--- config.mk ---
export PLATFORM = sky130hd
export DESIGN_NAME = painterengine_gpu_display_fetch_flat
export DESIGN_NICKNAME = d
export VERILOG_FILES = /design/src/rtl/painterengine_gpu_display_fetch_if.sv /design/src/rtl/painterengine_gpu_display_fetch.sv /design/src/flat_wrapper.sv
export SDC_FILE = /design/constraint.sdc
export NUM_CORES = 1
export LEC_CHECK = 0
export ABC_CLOCK_PERIOD_IN_PS = 3700
export CORE_MARGIN = 2
export CORE_UTILIZATION = 30
export DETAILED_ROUTE_END_ITERATION = 7
export DONT_BUFFER_PORTS = 1
export SETUP_SLACK_MARGIN = 0.4
export SLEW_MARGIN = 20
export SYNTH_ARGS = -nofsm -noshare
export SYNTH_HDL_FRONTEND = slang
export SYNTH_SLANG_ARGS = --single-unit
--- constraint.sdc ---
create_clock -name i_wire_clock -period 3.7 [get_ports i_wire_clock]
set_clock_uncertainty 0.1 [all_clocks]
set_input_delay 0.74 -clock i_wire_clock [delete_from_list [all_inputs] [get_ports i_wire_clock]]
set_output_delay 0.74 -clock i_wire_clock [all_outputs]
set_load 0.02 [all_outputs]
--- src/rtl/painterengine_gpu_display_fetch_if.sv ---
// Reader DMA bus between the display fetch sequencer and the burst reader.
// master: sequencer (drives address/length/resetn); slave: the DMA reader.
interface painterengine_gpu_display_fetch_if;
    logic [31:0] o_wire_reader_address;
    logic [31:0] o_wire_reader_length;
    logic        o_wire_reader_resetn;
    logic        i_wire_reader_done;
    logic        i_wire_reader_error;

    modport master (
        output o_wire_reader_address,
        output o_wire_reader_length,
        output o_wire_reader_resetn,
        input  i_wire_reader_done,
        input  i_wire_reader_error
    );

    modport slave (
        input  o_wire_reader_address,
        input  o_wire_reader_length,
        input  o_wire_reader_resetn,
        output i_wire_reader_done,
        output i_wire_reader_error
    );
endinterface

--- src/rtl/painterengine_gpu_display_fetch.sv ---
// Frame-fetch sequencer: streams a clipped framebuffer, line by line, in DMA
// reader bursts; re-arms on every frame_start, with front/back buffer swap.
// Ports: i_wire_clock, i_wire_resetn (async, active-low), i_wire_enable,
//   i_wire_frame_start, i_wire_image_address/i_wire_swap_req (pending buffer),
//   i_wire_image_stride/clip_width/clip_height (latched per frame),
//   i_wire_fifo_free_count, reader (reader bus, master), o_wire_frame_done,
//   o_wire_state = {20'd0, retry[1:0], 4'd0, sticky_overrun, sticky_error,
//   state[3:0]}.
// Option: define GPU_DISPLAY_FETCH_RETRY_EN to retry a failed burst up to
//   three times before entering ERROR.
module painterengine_gpu_display_fetch #(
    parameter int PARAM_BURST_MAX   = 64,
    parameter int PARAM_LAUNCH_FREE = 48,
    parameter int PARAM_CNT_WIDTH   = 8,
    parameter int PARAM_BPP_BYTES   = 4
) (
    input  logic                       i_wire_clock,
    input  logic                       i_wire_resetn,
    input  logic                       i_wire_enable,
    input  logic                       i_wire_frame_start,
    input  logic [31:0]                i_wire_image_address,
    input  logic                       i_wire_swap_req,
    input  logic [15:0]                i_wire_image_stride,
    input  logic [15:0]                i_wire_clip_width,
    input  logic [15:0]                i_wire_clip_height,
    input  logic [PARAM_CNT_WIDTH-1:0] i_wire_fifo_free_count,
    painterengine_gpu_display_fetch_if.master reader,
    output logic                       o_wire_frame_done,
    output logic [31:0]                o_wire_state
);
    localparam int BPP_SHIFT = (PARAM_BPP_BYTES == 4) ? 2 :
                               (PARAM_BPP_BYTES == 2) ? 1 : 0;

    typedef enum logic [3:0] {
        S_IDLE       = 4'd0,
        S_WAIT_FRAME = 4'd1,
        S_CALC       = 4'd2,
        S_WAIT_SPACE = 4'd3,
        S_STREAM     = 4'd4,
        S_CHECK      = 4'd5,
        S_ERROR      = 4'd7
    } state_t;

    state_t      state_q, state_d;
    logic [31:0] pending_addr_q;
    logic [31:0] line_base_q;
    logic [31:0] addr_q;
    logic [15:0] len_q;
    logic [15:0] width_q, height_q, stride_q;
    logic [15:0] x_q, y_q;
    logic        frame_done_q;
    logic        sticky_err_q, sticky_ovr_q;
    logic [1:0]  retry_q;
    logic        retry_spent;

    function automatic logic [15:0] clamp_burst(input logic [15:0] n);
        return (32'(n) > 32'(PARAM_BURST_MAX)) ? 16'(PARAM_BURST_MAX) : n;
    endfunction

    // A swap on the same cycle as frame_start already applies to that frame.
    logic [31:0] eff_addr;
    logic        frame_go, overrun, restart, new_zero, space_ok;
    logic        err_in, done_in, line_done, frame_end;
    logic [15:0] y_inc;

    assign eff_addr  = i_wire_swap_req ? i_wire_image_address : pending_addr_q;
    assign err_in    = reader.i_wire_reader_error;
    assign done_in   = reader.i_wire_reader_done;
    assign frame_go  = i_wire_enable && i_wire_frame_start &&
                       (state_q == S_WAIT_FRAME || state_q == S_ERROR);
    assign overrun   = i_wire_enable && i_wire_frame_start &&
                       (state_q == S_CALC || state_q == S_WAIT_SPACE ||
                        state_q == S_STREAM || state_q == S_CHECK);
    assign restart   = frame_go || overrun;
    assign new_zero  = (i_wire_clip_width == 16'd0) ||
                       (i_wire_clip_height == 16'd0);
    assign space_ok  = 32'(i_wire_fifo_free_count) >= 32'(PARAM_LAUNCH_FREE);
    assign line_done = (x_q == width_q);
    assign y_inc     = y_q + 16'd1;
    assign frame_end = line_done && (y_inc == height_q);

`ifdef GPU_DISPLAY_FETCH_RETRY_EN
    assign retry_spent = (retry_q == 2'd3);

    always_ff @(posedge i_wire_clock or negedge i_wire_resetn) begin
        if (!i_wire_resetn) begin
            retry_q <= 2'd0;
        end else if (restart) begin
            retry_q <= 2'd0;
        end else if (i_wire_enable && state_q == S_STREAM) begin
            if (err_in) begin
                if (!retry_spent) retry_q <= retry_q + 2'd1;
            end else if (done_in) begin
                retry_q <= 2'd0;
            end
        end
    end
`else
    assign retry_spent = 1'b1;
    assign retry_q     = 2'd0;
`endif

    // State register
    always_ff @(posedge i_wire_clock or negedge i_wire_resetn) begin
        if (!i_wire_resetn) state_q <= S_IDLE;
        else                state_q <= state_d;
    end

    // Next state. An overrun skips CALC so the reader is down for one cycle
    // only (its first burst is computed inline, x being 0).
    always_comb begin
        state_d = state_q;
        if (!i_wire_enable) begin
            state_d = S_IDLE;
        end else if (restart) begin
            if (new_zero)     state_d = S_WAIT_FRAME;
            else if (overrun) state_d = S_WAIT_SPACE;
            else              state_d = S_CALC;
        end else begin
            unique case (state_q)
                S_IDLE:       state_d = S_WAIT_FRAME;
                S_WAIT_FRAME: state_d = S_WAIT_FRAME;
                S_CALC:       state_d = S_WAIT_SPACE;
                S_WAIT_SPACE: if (space_ok) state_d = S_STREAM;
                S_STREAM: begin
                    if (err_in)
                        state_d = retry_spent ? S_ERROR : S_WAIT_SPACE;
                    else if (done_in)
                        state_d = S_CHECK;
                end
                S_CHECK:      state_d = frame_end ? S_WAIT_FRAME : S_CALC;
                S_ERROR:      state_d = S_ERROR;
                default:      state_d = S_IDLE;
            endcase
        end
    end

    // Datapath: frame geometry, line walk, burst registers and flags.
    always_ff @(posedge i_wire_clock or negedge i_wire_resetn) begin
        if (!i_wire_resetn) begin
            pending_addr_q <= 32'd0;
            line_base_q    <= 32'd0;
            addr_q         <= 32'd0;
            len_q          <= 16'd0;
            width_q        <= 16'd0;
            height_q       <= 16'd0;
            stride_q       <= 16'd0;
            x_q            <= 16'd0;
            y_q            <= 16'd0;
            frame_done_q   <= 1'b0;
            sticky_err_q   <= 1'b0;
            sticky_ovr_q   <= 1'b0;
        end else begin
            frame_done_q <= 1'b0;
            if (i_wire_swap_req) pending_addr_q <= i_wire_image_address;
            if (restart) begin
                width_q     <= i_wire_clip_width;
                height_q    <= i_wire_clip_height;
                stride_q    <= i_wire_image_stride;
                x_q         <= 16'd0;
                y_q         <= 16'd0;
                line_base_q <= eff_addr;
                if (overrun) sticky_ovr_q <= 1'b1;
                if (new_zero) begin
                    frame_done_q <= 1'b1;
                end else if (overrun) begin
                    addr_q <= eff_addr;
                    len_q  <= clamp_burst(i_wire_clip_width);
                end
            end else if (i_wire_enable) begin
                unique case (state_q)
                    S_CALC: begin
                        addr_q <= line_base_q + (32'(x_q) << BPP_SHIFT);
                        len_q  <= clamp_burst(width_q - x_q);
                    end
                    S_STREAM: begin
                        if (err_in) begin
                            if (retry_spent) sticky_err_q <= 1'b1;
                        end else if (done_in) begin
                            x_q <= x_q + len_q;
                        end
                    end
                    S_CHECK: begin
                        if (line_done) begin
                            x_q         <= 16'd0;
                            y_q         <= y_inc;
                            line_base_q <= line_base_q +
                                           (32'(stride_q) << BPP_SHIFT);
                            if (frame_end) frame_done_q <= 1'b1;
                        end
                    end
                    default: ;
                endcase
            end
        end
    end

    // Outputs
    always_comb begin
        reader.o_wire_reader_resetn  = (state_q == S_STREAM);
        reader.o_wire_reader_address = addr_q;
        reader.o_wire_reader_length  = {16'd0, len_q};
        o_wire_frame_done            = frame_done_q;
        o_wire_state = {20'd0, retry_q, 4'd0,
                        sticky_ovr_q, sticky_err_q, state_q};
    end
endmodule

--- src/flat_wrapper.sv ---
// flat-port wrapper written by rule: the top's interface ports become plain ports
module painterengine_gpu_display_fetch_flat 
#(
    parameter int PARAM_BURST_MAX   = 64,
    parameter int PARAM_LAUNCH_FREE = 48,
    parameter int PARAM_CNT_WIDTH   = 8,
    parameter int PARAM_BPP_BYTES   = 4
)
  (i_wire_clock, i_wire_resetn, i_wire_enable, i_wire_frame_start, i_wire_image_address, i_wire_swap_req, i_wire_image_stride, i_wire_clip_width, i_wire_clip_height, i_wire_fifo_free_count, o_wire_frame_done, o_wire_state, reader_o_wire_reader_address, reader_o_wire_reader_length, reader_o_wire_reader_resetn, reader_i_wire_reader_done, reader_i_wire_reader_error);
  painterengine_gpu_display_fetch_if reader_i ();
  input  logic i_wire_clock;
  input  logic i_wire_resetn;
  input  logic i_wire_enable;
  input  logic i_wire_frame_start;
  input  logic [31:0] i_wire_image_address;
  input  logic i_wire_swap_req;
  input  logic [15:0] i_wire_image_stride;
  input  logic [15:0] i_wire_clip_width;
  input  logic [15:0] i_wire_clip_height;
  input  logic [PARAM_CNT_WIDTH-1:0] i_wire_fifo_free_count;
  output logic o_wire_frame_done;
  output logic [31:0] o_wire_state;
  output wire logic [$bits(reader_i.o_wire_reader_address)-1:0] reader_o_wire_reader_address;
  output wire logic [$bits(reader_i.o_wire_reader_length)-1:0] reader_o_wire_reader_length;
  output wire logic [$bits(reader_i.o_wire_reader_resetn)-1:0] reader_o_wire_reader_resetn;
  input wire logic [$bits(reader_i.i_wire_reader_done)-1:0] reader_i_wire_reader_done;
  input wire logic [$bits(reader_i.i_wire_reader_error)-1:0] reader_i_wire_reader_error;
  assign reader_o_wire_reader_address = reader_i.o_wire_reader_address;
  assign reader_o_wire_reader_length = reader_i.o_wire_reader_length;
  assign reader_o_wire_reader_resetn = reader_i.o_wire_reader_resetn;
  assign reader_i.i_wire_reader_done = reader_i_wire_reader_done;
  assign reader_i.i_wire_reader_error = reader_i_wire_reader_error;
  painterengine_gpu_display_fetch #(.PARAM_BURST_MAX(PARAM_BURST_MAX), .PARAM_LAUNCH_FREE(PARAM_LAUNCH_FREE), .PARAM_CNT_WIDTH(PARAM_CNT_WIDTH), .PARAM_BPP_BYTES(PARAM_BPP_BYTES)) u_core (.i_wire_clock(i_wire_clock), .i_wire_resetn(i_wire_resetn), .i_wire_enable(i_wire_enable), .i_wire_frame_start(i_wire_frame_start), .i_wire_image_address(i_wire_image_address), .i_wire_swap_req(i_wire_swap_req), .i_wire_image_stride(i_wire_image_stride), .i_wire_clip_width(i_wire_clip_width), .i_wire_clip_height(i_wire_clip_height), .i_wire_fifo_free_count(i_wire_fifo_free_count), .reader(reader_i), .o_wire_frame_done(o_wire_frame_done), .o_wire_state(o_wire_state));
endmodule
Word level (Yosys, flattened, before mapping):

Cells that the tools add are included.

* bits in read-only memories: 0
* register bits: 199
* bits of input ports: 95
* bits in writable memories: 0
* latch bits: 0
* memories kept: 0
* word-level logic and storage cells: 104

* add/sub/neg operators: 5
* mux-type cells: 42
* $lt $le $gt $ge: 3
* multipliers: 0
* reductions and logical operators: 25
* equal/unequal tests: 15
* bitwise operators: 1
* shift operators: 0
* divide/modulo/power cells: 0

Operators with widths (number)
* $mux 32: 10
* $mux 16: 16
* $add 32x18->32: 2
* $eq 16x16->1: 2
* $gt 16x7->1 const B: 2
* $logic_not 16->1: 2
* $pmux 16 s2: 1
* $mux 4: 6
* $pmux 4 s6: 1
* $add 16x1->16 const B: 1
* $add 16x16->16: 1
* $sub 16x16->16: 1
* $eq 4x3->1 const B: 3
* $eq 4x2->1 const B: 2
* $ge 8x6->1 const B: 1
* $reduce_and 4->1: 2
* $reduce_bool 2->1: 4
* $mux 1: 7
* $logic_or 1x1->1: 6
* $ne 3x1->1 const B: 2
* $ne 5x2->1 const B: 1
* $reduce_and 5->1: 1
* $eq 4x1->1 const B: 1
* $logic_and 1x1->1: 4
* 11 further kinds: 12

Logic depth before layout (Yosys ltp):

Gate-level depths: netlist of run 1.

* depth after elaboration: 9
* depth in mapped cells: 13
* depth with buffers taken out: 11

Least setup slack after synthesis of run 1:

Ideal clock, no wire load.

* path kind: register to register
* start point: register u_core.state_q[2]
* end point: register u_core.len_q[6]
* setup time: 0.123 ns
* stages on the path, launching flop included: 12
* required time: 3.477 ns
* path buffers: 2
* slack: 0.934 ns
* arrival time: 2.543 ns
* period minus slack after synthesis: 2.766 ns
* path through: dfrtp_1 clkbuf_1 inv_1 ha_1 and3_1 a31oi_1 buf_2 nand3_2 a21oi_1 and4_1 o2111ai_1 o221a_2

* word-level cells in the longest chain between the ends: 8
* elaborated cells between the ends (all ways): 19
* those cells by class: eq/ne (8); mux (1); reduce/logical (10)

Ends and longest elaborated chain
* start: declaration: line painterengine_gpu_display_fetch.sv:44 `state_t state_q, state_d;`
* start signal: assignment: line painterengine_gpu_display_fetch.sv:106 `else state_q <= state_d;`
* $eq 4x2->1, on equally long branches: line painterengine_gpu_display_fetch.sv:72, painterengine_gpu_display_fetch.sv:171
* $logic_or 1x1->1 (2 in series): line painterengine_gpu_display_fetch.sv:72 `(state_q == S_CALC || state_q == S_WAIT_SPACE ||`
* $logic_or 1x1->1: line painterengine_gpu_display_fetch.sv:73 `state_q == S_STREAM || state_q == S_CHECK);`
* $logic_and 1x1->1: line painterengine_gpu_display_fetch.sv:71 `assign overrun = i_wire_enable && i_wire_frame_start &&`
* $logic_or 1x1->1: line painterengine_gpu_display_fetch.sv:74 `assign restart = frame_go || overrun;`
* $ne 2x1->1 (no line) (tied with other cells)
* $reduce_and 4->1 (no line)
* end signal: assignment: line painterengine_gpu_display_fetch.sv:168 `len_q <= clamp_burst(i_wire_clip_width);`
* end signal: assignment: line painterengine_gpu_display_fetch.sv:174 `len_q <= clamp_burst(width_q - x_q);`
* end: declaration: line painterengine_gpu_display_fetch.sv:48 `logic [15:0] len_q;`

Several ways; a longest one is shown, not always the timed one.
A chain may end at the register's enable or synchronous reset.

Final worst setup path of run 1:

* start point: register u_core.len_q[0]
* end point: register u_core.x_q[14]

* word-level cells in the longest chain between the ends: 6

Ends and longest elaborated chain
* $add 16x16->16: line painterengine_gpu_display_fetch.sv:180 `x_q <= x_q + len_q;`
* $mux 16: line painterengine_gpu_display_fetch.sv:179 `end else if (done_in) begin`
* $mux 16: line painterengine_gpu_display_fetch.sv:177 `if (err_in) begin`
* $pmux 16 s2: line painterengine_gpu_display_fetch.sv:171 `unique case (state_q)`
* $mux 16: line painterengine_gpu_display_fetch.sv:170 `end else if (i_wire_enable) begin`
* $mux 16: line painterengine_gpu_display_fetch.sv:156 `if (restart) begin`
* end signal: assignment: line painterengine_gpu_display_fetch.sv:180
* end: declaration: line painterengine_gpu_display_fetch.sv:50 `logic [15:0] x_q, y_q;`

No other way between the ends. The select of a mux whose other input is x is not followed.

==> impl_metrics.csv, run 1 <==
group,metric,value,unit
logic_synthesis,synth_area_leaders,"dfrtp_1 40%, nand2_1 7.6%, ha_1 6.6%, o21ai_0 4.0%, a21oi_1 3.6%",
critical_path,path_max_fanout,3,
cts,clkSinkCount,198,
power_and_ir_drop,sw_frac_of_total,42.3,%
drt,ant_nets,0,
floorplan,ioPinCount,193,
power_and_ir_drop,p_total,9.31,mW
critical_path,startpoint_type,"flop",
logic_synthesis,synth-edff-count,0,
logic_synthesis,synth_top_family_by_area,"simple AND/OR/NAND/NOR gates",
floorplan,coreArea,40800,µm²
sta,setup_tns,0,ns
logic_synthesis,syn_avg_cell_area,8.89,µm²
drt,drt_first_pass_iters,5,
grt,track_usage,16.5,%
logic_synthesis,synth_seq_area_share,39.9,%
drt,via_count,9966,
cts,cts_tree,"built",
sta,hold_viol,198,
layout,layout-drive-gt1-share,9.01,%
sta,holdWs,-0.117,ns
floorplan,die-area,43000,µm²
cts,cts_buffer_depth,2,
flow_run,cap_violations,0,
drt,drt-wirelength-per-cell,18.4,µm
logic_synthesis,yosys.area.top_type,"dfrtp_1",
grt,grt_pass1_wl,55.8,mm
place,gp_congestion,0.862,
drt,drt_iter0_drc,833,
sta,finalSetupViolCount,0,
drt,viasPerCell,5.19,
power_and_ir_drop,p_per_area,689,nW/µm²
power_and_ir_drop,switchingPower,3.93,mW
place,dp_cells,1887,
outcome,failed_checks,"negative hold slack",
logic_synthesis,synth_top_cells_by_count,"252 x nand2_1, 198 x dfrtp_1, 98 x o21ai_0",
grt,grt-ovfl-total,0,
grt,grt_max_degree,199,
logic_synthesis,synth-async-reset-ratio,100,%
place,io_buffers,0,
cts,numCtsBuffers,17,
logic_synthesis,synth-compound-area-share,18.6,%
drt,totalWireLength,35.4,mm
logic_synthesis,synth_simple_gate_area_share,19.1,%
sta,max_slew.worst_pin.slew,0.757,ns
logic_synthesis,synthCells,1395,
power_and_ir_drop,vdd_drop_max,0.332,mV
sta,period_share,83.4,%
floorplan,start_util,30.4,%
floorplan,chipWidth,207,µm
logic_synthesis,synth_top_area_share,39.9,%
cts,cts-root-buf,"clkbuf_16",
critical_path,worst_ep_required_time,3.96,ns
power_and_ir_drop,p_int,5.38,mW
critical_path,arrival,3.35,ns
grt,antenna_found_initial,1,
power_and_ir_drop,power_frac_seq,38.4,%
grt,grt_pass1_vias,9752,
power_and_ir_drop,pwr-share-clk,20.8,%
sta,grt_setup_unrepaired,"true",
cts,clk_pin_slew,0.08,ns
logic_synthesis,synth.area.mux_share,3.39,%
logic_synthesis,ys_ff_latch,198,
floorplan,dieHeight,207,µm
sta,relSlewSlack,49.3,%
logic_synthesis,synthesis.area,12400,µm²
logic_synthesis,ys_types,77,
critical_path,crit_type,"reg2reg",
outcome,status,"finished with violations",
logic_synthesis,synth.most_common_cell,"nand2_1",
floorplan,std_cell_rows,74,
logic_synthesis,ys_warn_count,0,
min_path,hp-class,"in2async",
power_and_ir_drop,comb_power_share,40.8,%
power_and_ir_drop,leakagePower,6.05,nW
sta,fmax,324,MHz
logic_synthesis,synthAdderAreaFrac,7.20,%
cts,cts_max_level,4,
sta,slew_violations,0,
layout,finalInstanceArea,13500,µm²
layout,fin_cells,1919,
critical_path,crit_path_end_kind,"flop",
layout,diodes,0,
place,placed_cell_area,12900,µm²
layout,area_growth,8.99,%
drt,drc,0,
layout,nets,1538,
place,hpwl,26.2,mm
layout,register_area,4960,µm²
logic_synthesis,synth_xor_area_share,5.85,%
cts,clk_latency,0.47,ns
sta,period_needed,3.09,ns
logic_synthesis,ys.flop_type,"dfrtp_1",
layout,fillers,4226,
layout,multiInputGateArea,6930,µm²
-- kinds of logic (layout without fill, tap and decap cells) --
kind of cell	after synthesis	count (layout)
AOI/OAI and AO/OA	358	358
xor gates and xnor gates	82	82
adders and majority gates	69	69
buffers and inverters	145	95
DFF	198	198
muxes	38	38
other	1	43
and+or+nand+nor	504	504
-- power groups by stage --
stage / combinational [mW] / clock (mW) / sequential, mW
2_1_floorplan: 3.03 / 0 / 3.39
3_3_place_gp: 3.65 / 0 / 3.61
3_5_place_dp: 3.71 / 0 / 3.63
4_1_cts: 3.75 / 1.98 / 3.59
5_1_grt: 4.27 / 2.06 / 3.67
6_report: 3.79 / 1.94 / 3.58
-- state kept, by name, indices dropped and copies added, names as in the netlist --
| name | flops |
|---|---|
| u_core.o_wire_frame_done | 1 |
| u_core.width_q | 16 |
| u_core.reader.o_wire_reader_address | 32 |
| u_core.sticky_err_q | 1 |
| u_core.height_q | 16 |
| u_core.line_base_q | 32 |
| u_core.stride_q | 16 |
| u_core.x_q | 16 |
| u_core.pending_addr_q | 32 |
| u_core.y_q | 16 |
| u_core.len_q | 16 |
| u_core.sticky_ovr_q | 1 |
| u_core.state_q | 3 |
-- critical path, cell delays in order (launching register included) --
cell	delay [ns]
dfrtp_1	0.51
ha_1	0.31
fa_1	0.42
a21oi_1	0.26
o2111ai_1	0.19
a31o_2	0.26
a21oi_1	0.29
o2111ai_1	0.19
a21oi_1	0.20
xnor2_1	0.08
a22o_1	0.17
-- path summary, 6_finish.rpt --
check / from / to / slack, ns / cells after the start
max: u_core.len_q[0] / u_core.x_q[14] / 0.61 / 10
min: i_wire_resetn / u_core.pending_addr_q[0] / -0.12 / 0
max reg2reg: u_core.len_q[0] / u_core.x_q[14] / 0.61 / 10
min reg2reg: u_core.line_base_q[0] / u_core.line_base_q[0] / 0.39 / 2
max in group asynchronous: i_wire_resetn / u_core.x_q[13] / 3.32 / 0
min in group i_wire_clock: i_wire_image_stride[6] / u_core.stride_q[6] / 0.27 / 2
-- layout by cell type, fill, tap and decap left out, types with 5 or more instances in the layout --
cell type and n:
nand2_1 251, dfrtp_1 195, o21ai_0 98, a21oi_1 88, nor2_1 70, ha_1 65
xnor2_1 50, conb_1 43, inv_1 37, nand3_1 34, mux2_2 32, xor2_1 31
and2_1 24, a21o_1 23, and3_1 22, buf_4 22, nor3_1 20, clkbuf_16 17
o31ai_1 15, nand2b_1 14, a22o_1 14, a31oi_1 13, nor4_1 11, or3_1 11
a211oi_1 11, o211ai_1 10, nand4_1 9, nor2b_1 8, and4_1 7, mux2i_1 6
o21ai_1 6, o2111ai_1 6, a311oi_1 6, o21a_1 6, o21bai_1 6, o221ai_1 6
or2_2 5, inv_6 5
-- layer usage --
layer,track usage (%),share of wire [%],up-vias
li1,-,-,4837
met1,22.9,48,4798
met2,25.7,45,299
met3,4.07,6.5,30
met4,3.97,1.3,2
met5,0,0.034,-
-- stage by stage --
stage | setup slack, ns | utilization (%)
6_report | 0.613 | 33.1
5_1_grt | 0.362 | 33.1
4_1_cts | 0.447 | 33.1
3_5_place_dp | 0.417 | 31.6
3_3_place_gp | 0.426 | 31.6
2_1_floorplan | 0.934 | -
-- final cells by class --
| class | instances | area share (%) |
|---|---|---|
| flip-flops and latches | 198 | 36.7 |
| repair buffers | 26 | 1.75 |
| inverters | 37 | 1.03 |
| clock buffers | 17 | 3.15 |
| clock inverters | 15 | 1.22 |
| multi-input cells | 1094 | 51.2 |
| well taps | 532 | 4.92 |
-- timing repair --
action,4_1_cts,5_1_grt
buffers inserted,0,0
pin swaps,0,1
gates resized for setup,1,6
setup endpoints to repair,1,23
endpoints found under the hold margin,198,198
(Power assumes the default switching activity.)
==> inputs of run 2 (changes only) <==
Settings changed: ABC_CLOCK_PERIOD_IN_PS 3700 to 2920.
Clock period 3.7 ns to 2.92 ns, I/O delays scaled along.
==> run 2 against run 1 <==
Against the previous run: the run still ends with negative hold slack left; combinational power grew 76%; clock power increased by 23%; routed wire length increased by 10%; setup slack got worse by 0.53 ns; sequential power grew 30%; critical endpoint unchanged.
==> impl_metrics.csv, run 2 (synthesis results as in run 1) <==
group,metric,value,unit
outcome,status,"finished with violations",
outcome,failed_checks,"negative hold slack",
drt,drt_iter0_drc,828,
critical_path,crit_path_cell_trace,"buf_6, buf_6, ha_4, fa_2, a21oi_2, o2111ai_2, a31o_2, a21oi_4, o2111ai_2, a21oi_2, xnor2_1, a22o_1",
cts,cts_tree,"built",
critical_path,rr_worst_depth,12,
sta,grt_setup_unrepaired,"true",
power_and_ir_drop,pwr-share-clk,17.4,%
drt,viasPerCell,5.22,
sta,setup_tns,0,ns
critical_path,path_delay_family,"compound AO/OA/AOI/OAI gates",
critical_path,worst-path-buf-inv,2,
sta,holdWs,-0.290,ns
place,dp_cells,1929,
grt,track_usage,17.3,%
floorplan,coreArea,40800,µm²
floorplan,start_util,30.4,%
power_and_ir_drop,vdd_drop_max,0.453,mV
drt,totalWireLength,39.0,mm
power_and_ir_drop,power_frac_seq,34.0,%
layout,final_util,39.3,%
power_and_ir_drop,switchingPower,5.90,mW
layout,mostFrequentLayoutCells,"242 x nand2_1, 181 x dfrtp_1, 104 x buf_4",
drt,via_count,10685,
place,hpwl,26.3,mm
place,io_buffers,0,
layout,final_common_cell,"nand2_1",
cts,clk_latency,0.48,ns
floorplan,std_cell_rows,74,
flow_run,cap_violations,0,
critical_path,path_max_fanout,3,
min_path,hp-class,"in2async",
critical_path,crit_path_end_kind,"flop",
critical_path,cpPeakStageDelay,0.44,ns
cts,cts_buffer_depth,2,
sta,period_share,97.2,%
critical_path,startpoint_type,"flop",
sta,hold_viol,198,
grt,grt-ovfl-total,0,
sta,finalSetupViolCount,0,
grt,grt_pass1_vias,10380,
floorplan,ioPinCount,193,
cts,numCtsBuffers,17,
power_and_ir_drop,p_per_area,856,nW/µm²
layout,diodes,0,
sta,slew_violations,0,
cts,clk_pin_slew,0.08,ns
critical_path,worst_path_max_delay_cell,"dfrtp_2",
sta,period_needed,2.84,ns
layout,finalInstanceArea,16000,µm²
floorplan,chipWidth,207,µm
power_and_ir_drop,comb_power_share,48.6,%
power_and_ir_drop,p_total,13.7,mW
power_and_ir_drop,sw_frac_of_total,43.0,%
power_and_ir_drop,p_int,7.82,mW
place,placed_cell_area,13400,µm²
layout,nets,1665,
critical_path,worst_ep_required_time,3.20,ns
cts,cts_max_level,4,
cts,cts-root-buf,"clkbuf_16",
layout,fin_cells,2046,
drt,drt-wirelength-per-cell,19.0,µm
floorplan,dieHeight,207,µm
grt,grt_max_degree,199,
cts,clkSinkCount,198,
sta,relSlewSlack,54.5,%
floorplan,die-area,43000,µm²
layout,layout-drive-gt1-share,28.9,%
sta,max_slew.worst_pin.slew,0.677,ns
grt,grt_pass1_wl,58.8,mm
drt,drt_first_pass_iters,5,
drt,ant_nets,0,
critical_path,arrival,3.11,ns
drt,drc,0,
layout,area_growth,29.3,%
grt,antenna_found_initial,0,
critical_path,crit_cells,12,
power_and_ir_drop,leakagePower,7.05,nW
sta,setup_ws,0.0824,ns
place,gp_congestion,0.859,
place,pre_cts_ws,-0.0201,ns
critical_path,crit_type,"reg2reg",
sta,fmax,352,MHz
## run 2: cell types whose count changed in the layout (fill, tap and decap cells not counted), sizes merged
cell | before | now
bufinv | 1 | 0
buf | 26 | 150
clkbuf | 17 | 19
a221o | 4 | 5
clkinvlp | 3 | 4
## run 2: repair_timing
action / CTS / global route
cloned: 1 / 3
setup endpoints to repair: 79 / 94
hold endpoints to repair: 198 / 198
setup buffers: 41 / 40
gates resized for setup: 147 / 168
pin swaps: 71 / 85
## run 2: layout make-up
type,instances,area [µm²]
Sequential cell,198,4980
Inverter,37,144
Clock inverter,15,140
Fill cell,3989,24800
Multi-Input combinational cell,1095,8230
Clock buffer,17,425
Timing Repair Buffer,152,1450
Tap cell,532,666
## run 2: worst paths after layout
| kind | from | end | slack [ns] |
|---|---|---|---|
| setup / recovery | u_core.x_q[0] | u_core.x_q[14] | 0.08 |
| hold / removal | i_wire_resetn | u_core.line_base_q[1] | -0.29 |
| setup reg to reg | u_core.x_q[0] | u_core.x_q[14] | 0.08 |
| hold reg to reg | u_core.line_base_q[0] | u_core.line_base_q[0] | 0.37 |
| max in group asynchronous | i_wire_resetn | u_core.x_q[7] | 2.58 |
| min in group i_wire_clock | i_wire_image_stride[8] | u_core.stride_q[8] | 0.10 |
## run 2: per-layer routing
| metal | share of wire (%) | vias to the layer above | GRT usage [%] |
|---|---|---|---|
| li1 | - | 5077 | - |
| met1 | 46 | 5253 | 23.6 |
| met3 | 5.7 | 34 | 3.52 |
| met4 | 1.5 | 0 | 5.22 |
| met5 | 0 | - | 0 |
| met2 | 47 | 321 | 27.5 |
## run 2: power groups by stage
stage          sequential, mW  clock (mW)  combinational [mW]
3_5_place_dp             4.61           0                5.00
5_1_grt                  4.77        2.57                7.31
6_report                 4.66        2.39                6.67
4_1_cts                  4.63        2.45                5.91
3_3_place_gp             4.59           0                4.87
2_1_floorplan            4.31           0                3.93
==> inputs of run 3 (changes only) <==
Settings changed: CORE_ASPECT_RATIO set to 0.7.
==> run 3 against run 2 <==
Against the previous run: the run still ends with negative hold slack left; sequential share of layout area is 0.075 points lower; power is 1.4% higher; first-iteration DRC count is 6.8% lower; register-to-register slack better by 0.09 ns; clock power hardly changed; die area hardly changed; flip-flop and latch count stayed put.
==> impl_metrics.csv, run 3 (synthesis results as in run 1) <==
group,metric,value,unit
cts,clkSinkCount,198,
drt,via_count,10829,
grt,busiest_layer,"met2",
cts,clk_latency,0.46,ns
grt,grt_max_degree,199,
layout,final_common_cell,"nand2_1",
layout,finalInstanceArea,16100,µm²
cts,clk_pin_slew,0.08,ns
sta,period_share,94.1,%
cts,numCtsBuffers,17,
critical_path,arrival,3.01,ns
layout,area_growth,29.5,%
drt,ant_nets,0,
floorplan,die-area,43000,µm²
cts,cts_max_level,4,
min_path,hp-class,"in2async",
critical_path,crit_type,"reg2reg",
floorplan,dieHeight,174,µm
floorplan,coreArea,40900,µm²
floorplan,chipWidth,247,µm
power_and_ir_drop,p_per_area,866,nW/µm²
grt,met2_usage,26.1,%
layout,nets,1664,
sta,finalSetupViolCount,0,
sta,grt_setup_unrepaired,"true",
drt,drt-wirelength-per-cell,19.8,µm
place,pre_cts_ws,-0.0330,ns
critical_path,crit_path_cell_trace,"buf_6, ha_4, fa_2, a21oi_2, o2111ai_2, a31o_2, a21oi_4, o2111ai_2, a21oi_2, xnor2_1, a22o_1",
critical_path,startpoint_type,"flop",
sta,fmax,364,MHz
drt,drc,0,
grt,track_usage,18.0,%
power_and_ir_drop,p_total,13.9,mW
grt,antenna_found_initial,2,
critical_path,cpPeakStageDelay,0.46,ns
place,io_buffers,0,
outcome,status,"finished with violations",
critical_path,worst_path_max_delay_cell,"dfrtp_2",
drt,drt_first_pass_iters,8,
sta,setup_ws,0.173,ns
place,gp_congestion,0.886,
grt,grt_pass1_vias,10461,
grt,grt_pass1_wl,59.7,mm
floorplan,start_util,30.3,%
power_and_ir_drop,vdd_drop_max,0.523,mV
place,placed_cell_area,13500,µm²
critical_path,worst_ep_required_time,3.18,ns
sta,hold_viol,198,
cts,cts_buffer_depth,2,
cts,cts-root-buf,"clkbuf_16",
grt,grtUsageMet1,25.8,%
drt,totalWireLength,40.8,mm
flow_run,cap_violations,0,
place,dp_cells,1956,
place,hpwl,27.6,mm
sta,period_needed,2.75,ns
critical_path,crit_path_end_kind,"flop",
outcome,failed_checks,"negative hold slack",
drt,viasPerCell,5.26,
layout,fin_cells,2057,
sta,holdWs,-0.286,ns
layout,final_util,39.3,%
grt,grt_use_met3,5.65,%
drt,drt_iter0_drc,772,
floorplan,ioPinCount,193,
cts,cts_tree,"built",
layout,layout-drive-gt1-share,29.1,%
critical_path,path_max_fanout,3,
floorplan,std_cell_rows,62,
sta,setup_tns,0,ns
power_and_ir_drop,leakagePower,7.00,nW
sta,max_slew.worst_pin.slew,0.700,ns
sta,slew_violations,0,
layout,mostFrequentLayoutCells,"242 x nand2_1, 182 x dfrtp_1, 109 x buf_4",
grt,grt-ovfl-total,0,
sta,relSlewSlack,52.9,%
## run 3: cell count changes in the layout (fill, tap and decap cells not counted), sizes merged
cell      change
buf           -4
bufinv        +1
clkbuf        +6
clkinv        -2
clkinvlp      -2
diode         +1
inv           -1
## run 3: path summary, 6_finish.rpt
kind	from	end	slack [ns]	cells past startpoint
max	u_core.x_q[0]	u_core.x_q[14]	0.17	11
min	i_wire_resetn	u_core.reader.o_wire_reader_address[8]	-0.29	0
max reg2reg	u_core.x_q[0]	u_core.x_q[14]	0.17	11
min reg2reg	u_core.line_base_q[0]	u_core.line_base_q[0]	0.38	2
max in group asynchronous	i_wire_resetn	u_core.height_q[14]	2.71	0
min in group i_wire_clock	i_wire_clip_height[6]	u_core.height_q[6]	0.12	2
## run 3: where the power goes
| part | leakage (nW) | internal (mW) | switching [mW] | total (mW) |
|---|---|---|---|---|
| clock network | 0.272 | 1.21 | 1.16 | 2.38 |
| registers | 2.46 | 3.54 | 1.14 | 4.68 |
| logic | 4.27 | 3.25 | 3.59 | 6.84 |
| total | 7.00 | 8.01 | 5.90 | 13.9 |
## run 3: repair_timing
| action | CTS | global route |
|---|---|---|
| pin swaps | 81 | 104 |
| endpoints found under the setup margin | 84 | 77 |
| setup buffers | 39 | 24 |
| cloned | 1 | 5 |
| gates resized for setup | 159 | 155 |
| hold endpoints to repair | 198 | 198 |
## run 3: area by class of cell
type	instances	area (µm²)
tap	544	681
inverter	37	144
clock inverter	11	113
fill	3972	24800
sequential	198	4970
multi-input combinational	1095	8230
clock buffer	20	447
antenna	1	2.50
timing repair buffer	151	1480
## run 3: critical path, delay by kind of cell (launching register included)
family	cells	cell delay (ns)
AOI/OAI and AO/OA	7	1.34
adders and majority gates	2	0.55
DFF	1	0.46
buffers and inverters	1	0.14
xor gates and xnor gates	1	0.08
## run 3: layer usage
metal / share of wire [%] / wire length, µm / up-vias
met5: 0.027 / 11 / -
li1: - / - / 5080
met4: 1.8 / 737 / 2
met3: 8.3 / 3390 / 53
met1: 47 / 19000 / 5311
met2: 43 / 17600 / 383
